**src/rtl/pipe_stagereg.sv**
```systemverilog
// rtl/pipe_stagereg.sv - DEPTH-stage valid/payload pipeline register with stall, flush and occupancy.
// Optional bubble counter output bubble_cnt is built only when PIPE_STAGEREG_PERFCNT_EN is defined.
module pipe_stagereg #(
  parameter int DATA_W = 32,
  parameter int DEPTH  = 1
) (
  input  logic              clk,
  input  logic              reset,
  input  logic              in_valid,
  input  logic [DATA_W-1:0] in_data,
  input  logic              stall,
  input  logic              flush,
  output logic              in_ready,
  output logic              out_valid,
  output logic [DATA_W-1:0] out_data,
  output logic [3:0]        occupancy
`ifdef PIPE_STAGEREG_PERFCNT_EN
  ,
  output logic [31:0]       bubble_cnt
`endif
);

  logic [DEPTH-1:0]  r_valid;
  logic [DATA_W-1:0] r_data [DEPTH];
  logic [3:0]        w_occ;

  // Valid bits obey flush; payloads only obey stall, so bubbles keep carrying data.
  always_ff @(posedge clk or negedge reset) begin
    if (!reset) begin
      r_valid <= '0;
      for (int k = 0; k < DEPTH; k++) begin
        r_data[k] <= '0;
      end
    end else begin
      if (flush) begin
        r_valid <= '0;
      end else if (!stall) begin
        r_valid[0] <= in_valid;
        for (int k = 1; k < DEPTH; k++) begin
          r_valid[k] <= r_valid[k-1];
        end
      end
      if (!stall) begin
        r_data[0] <= in_data;
        for (int k = 1; k < DEPTH; k++) begin
          r_data[k] <= r_data[k-1];
        end
      end
    end
  end

  always_comb begin
    w_occ = '0;
    for (int k = 0; k < DEPTH; k++) begin
      w_occ = w_occ + 4'(r_valid[k]);
    end
  end

  assign in_ready  = ~stall;
  assign out_valid = r_valid[DEPTH-1];
  assign out_data  = r_data[DEPTH-1];
  assign occupancy = w_occ;

`ifdef PIPE_STAGEREG_PERFCNT_EN
  logic [31:0] r_bubble_cnt;

  always_ff @(posedge clk or negedge reset) begin
    if (!reset) begin
      r_bubble_cnt <= '0;
    end else if (!stall && !r_valid[DEPTH-1] && (r_bubble_cnt != 32'hFFFF_FFFF)) begin
      r_bubble_cnt <= r_bubble_cnt + 32'd1;
    end
  end

  assign bubble_cnt = r_bubble_cnt;
`endif

endmodule

```
**config.mk**
```make
export PLATFORM = sky130hd
export DESIGN_NAME = pipe_stagereg
export DESIGN_NICKNAME = d
export VERILOG_FILES = /design/src/rtl/pipe_stagereg.sv
export SDC_FILE = /design/constraint.sdc
export NUM_CORES = 1
export LEC_CHECK = 0
export CAP_MARGIN = 20
export CELL_PAD_IN_SITES_DETAIL_PLACEMENT = 0
export CELL_PAD_IN_SITES_GLOBAL_PLACEMENT = 2
export CORE_ASPECT_RATIO = 0.8
export CORE_UTILIZATION = 22
export DETAILED_ROUTE_END_ITERATION = 10
export PLACE_DENSITY = 0.78
export SYNTH_ARGS = -nofsm -noshare
export SYNTH_HDL_FRONTEND = slang
export SYNTH_SLANG_ARGS = --single-unit
```
**constraint.sdc**
```tcl
create_clock -name clk -period 0.8 [get_ports clk]
set_input_delay 0.12 -clock clk [delete_from_list [all_inputs] [get_ports clk]]
set_output_delay 0.12 -clock clk [all_outputs]
set_load 0.03 [all_outputs]
```
==> run summary <==
R2r setup slk: -0.10 ns
Finished Cell Area: 2591 um2
Mux contribution to synthesized area: 33.63%
Placed insts: 226
Num CTS Buffers: 5
Global-route wire length before repair: 5623 um
Main combinational cell family by area after synthesis: multiplexers
Routed WL: 3558 um
Final Non-Filler Cells: 255
Layout area overhead: 83.27%
Post-route ant nets: 0
PD cells: 1824 nW/um2
Sequential Area: 867.1 um2
Peak supply drop: 0.6550 mV
Starting Density: 23.30%
Cell Rows: 25
Total GRT Usage: 11.36%
Filler cells: 564
Crit path buf inv count: 1
H-Tree Depth: 2
Wirelength per Cell: 13.95 um
CP endpoint kind: output port
Clock latency on the worst-skew pair: 0.28 ns
Arrival time worst endpoint: 0.85 ns
Max frequency: 1.028 GHz
Flop pwr share: 42.5%
Initial antenna violation count: 0
Final period util: 121.6%
DP Area: 2156 um2
CP startpoint kind: flop
Syn Area/Cell: 18.36 um2
Slack of the critical path: -0.1724 ns
Clock share of power: 25.5%
Max-slew violation count: 0
Layout cells sized above 1: 74.71%
Max-cap violations: 0
Clk slew on worst S/H paths: 0.07 ns
R2r worst-path depth: 2
Hold-fix buffers, CTS: 0
CP max FO: 3
Critical Path RT: 0.68 ns
Cell internal pwr: 0.003372 W
Multi-input gate area: 505.5 um2
Clk_skew: 0 ns
Smallest hold slack: 0.2220 ns
Status: finished, violations left
DIE WIDTH: 91.63 um
Worst-path cell chain: buf_6
Worst reg2reg path endpoint: out_data[23]
Layer carrying the most global-route usage: met2
Library cells used by synthesis: 10
Met2 Use GR: 19.21%
Die area: 6753 um2
Ports: 75
Pwr Total: 0.004727 W
Die Span Y: 73.70 um
Max stage delay on crit path: 0.43 ns
Clk root buf: clkbuf_8
Setup violators final: 46
GR Util met1: 13.09%
Post-Place Worst Slack: -0.1453 ns
Via/cell ratio: 3.835
XOR/XNOR Fraction of Synth Area: 0%
Slowest stage cell, crit path: dfrtp_2
Mapped cell area: 1414 um2
Cell family with most CP delay: flip-flops
Routing usage on met3: 3.727%
Leak pwr: 1.189 nW
Final hold violations: 0
Logic pwr share: 32.0%
Clk sink count: 33
Complex-gate fraction of the synthesized area: 0%
DP HPWL: 2299 um
RSZ-0062 raised after global routing: true
Yosys top cell area share: 58.41%
Vias: 978
Switching Fraction: 28.68%
CTS tree: yes
Fin nets: 210
Reg-to-reg startpoint: out_data[23]
TritonRoute pass-1 iters: 4
Register bit count reported by yosys: 33
Core Area: 6068 um2
Via count of the first global-routing pass: 1,066
Adder-Cell Fraction of Synth Area: 0%
Synth Area in Simple Gates: 0.2655%
Syn Inst Count: 77
Gr ovfl total: 0
Cell taking the most area after synthesis: dfrtp_1
Drc violations: 0
Largest net degree at the start of global routing: 34
DRT iter0 DRCs: 5
IO buf count: 71
Critical path class: flop to output port
Synth Warn #: 0
Failing checks: negative setup slack
Psw: 0.001356 W
Clock buffer depth: 2
WP depth: 1
GPL Wtd Cong: 0.7196
Seq/Total Area, Yosys: 58.41%
Top post-synthesis cells by area: dfrtp_1 58%, mux2_4 30%, buf_12 4.2%, mux2_2 3.2%, buf_4 2.1%
Final min period: 0.9724 ns
Hold Crit Class: input pin to async pin
N_diodes: 0
## timing repair
item,4_1_cts,5_1_grt
hold endpoints to repair,0,0
endpoints found under the setup margin,35,53
setup buffers,10,10
cloned,1,0
resized for setup,37,9
## synth_stat cells
library cell,count
buf_12,3
buf_4,4
buf_6,1
conb_1,1
dfrtp_1,33
inv_1,1
mux2_2,4
mux2_4,28
mux2i_1,1
nor2_1,1
## area by class of cell
class                           instances  area share [%]
Tap cell                               81           3.911
Timing Repair Buffer                   95           39.88
Inverter                                1          0.1449
Clock buffer                            8           3.090
Multi-Input combinational cell         37           19.51
Sequential cell                        33           33.46
## worst max path at each step
stage | end | start
3_5_place_dp | out_data[1] | in_data[1]
6_report | out_valid | out_valid
2_1_floorplan | out_data[28] | out_data[28]
3_3_place_gp | out_data[0] | in_data[0]
4_1_cts | out_valid | out_valid
5_1_grt | out_valid | out_valid
## cell families (layout without fill, tap and decap cells)
family,Yosys count,count (layout)
buf+inv,9,104
flops,33,33
mux,33,33
other cells,1,3
simple gates,1,1
## power by group through the flow
stage	Clock [W]	Combinational (W)	Sequential [W]
final	0.00121	0.00151	0.00201
after global routing	0.00135	0.00159	0.00203
after CTS	0.00127	0.00145	0.00200
after detailed placement	0	0.00124	0.00199
after global placement	0	0.00122	0.00198
after floorplan	0	0.000390	0.00232
## state kept, by name, indices dropped and copies added, names as in the netlist
register   cells
out_valid      1
out_data      32
## per-layer routing
metal | wire length, um | vias up
met2 | 1770 | 49
met4 | 67 | 0
li1 | - | 447
met1 | 1499 | 477
met3 | 221 | 5
met5 | 0 | -
## metrics by stage
stage	util, %	setup TNS (ns)
floorplan	-	-1.416
global placement	35.53	-3.373
detailed placement	35.53	-3.844
CTS	40.91	-6.586
global route	42.70	-7.720
finish	42.70	-6.339
## layout by cell type (no fill, tap or decap), drive strengths merged
cell type and instances:
clkbuf 8, clkdlybuf4s50 35, dfrtp 33, inv 1, conb 3, nor2 1
buf 59, mux2i 1, mux2 32, bufbuf 1
(Power assumes the default switching activity.)
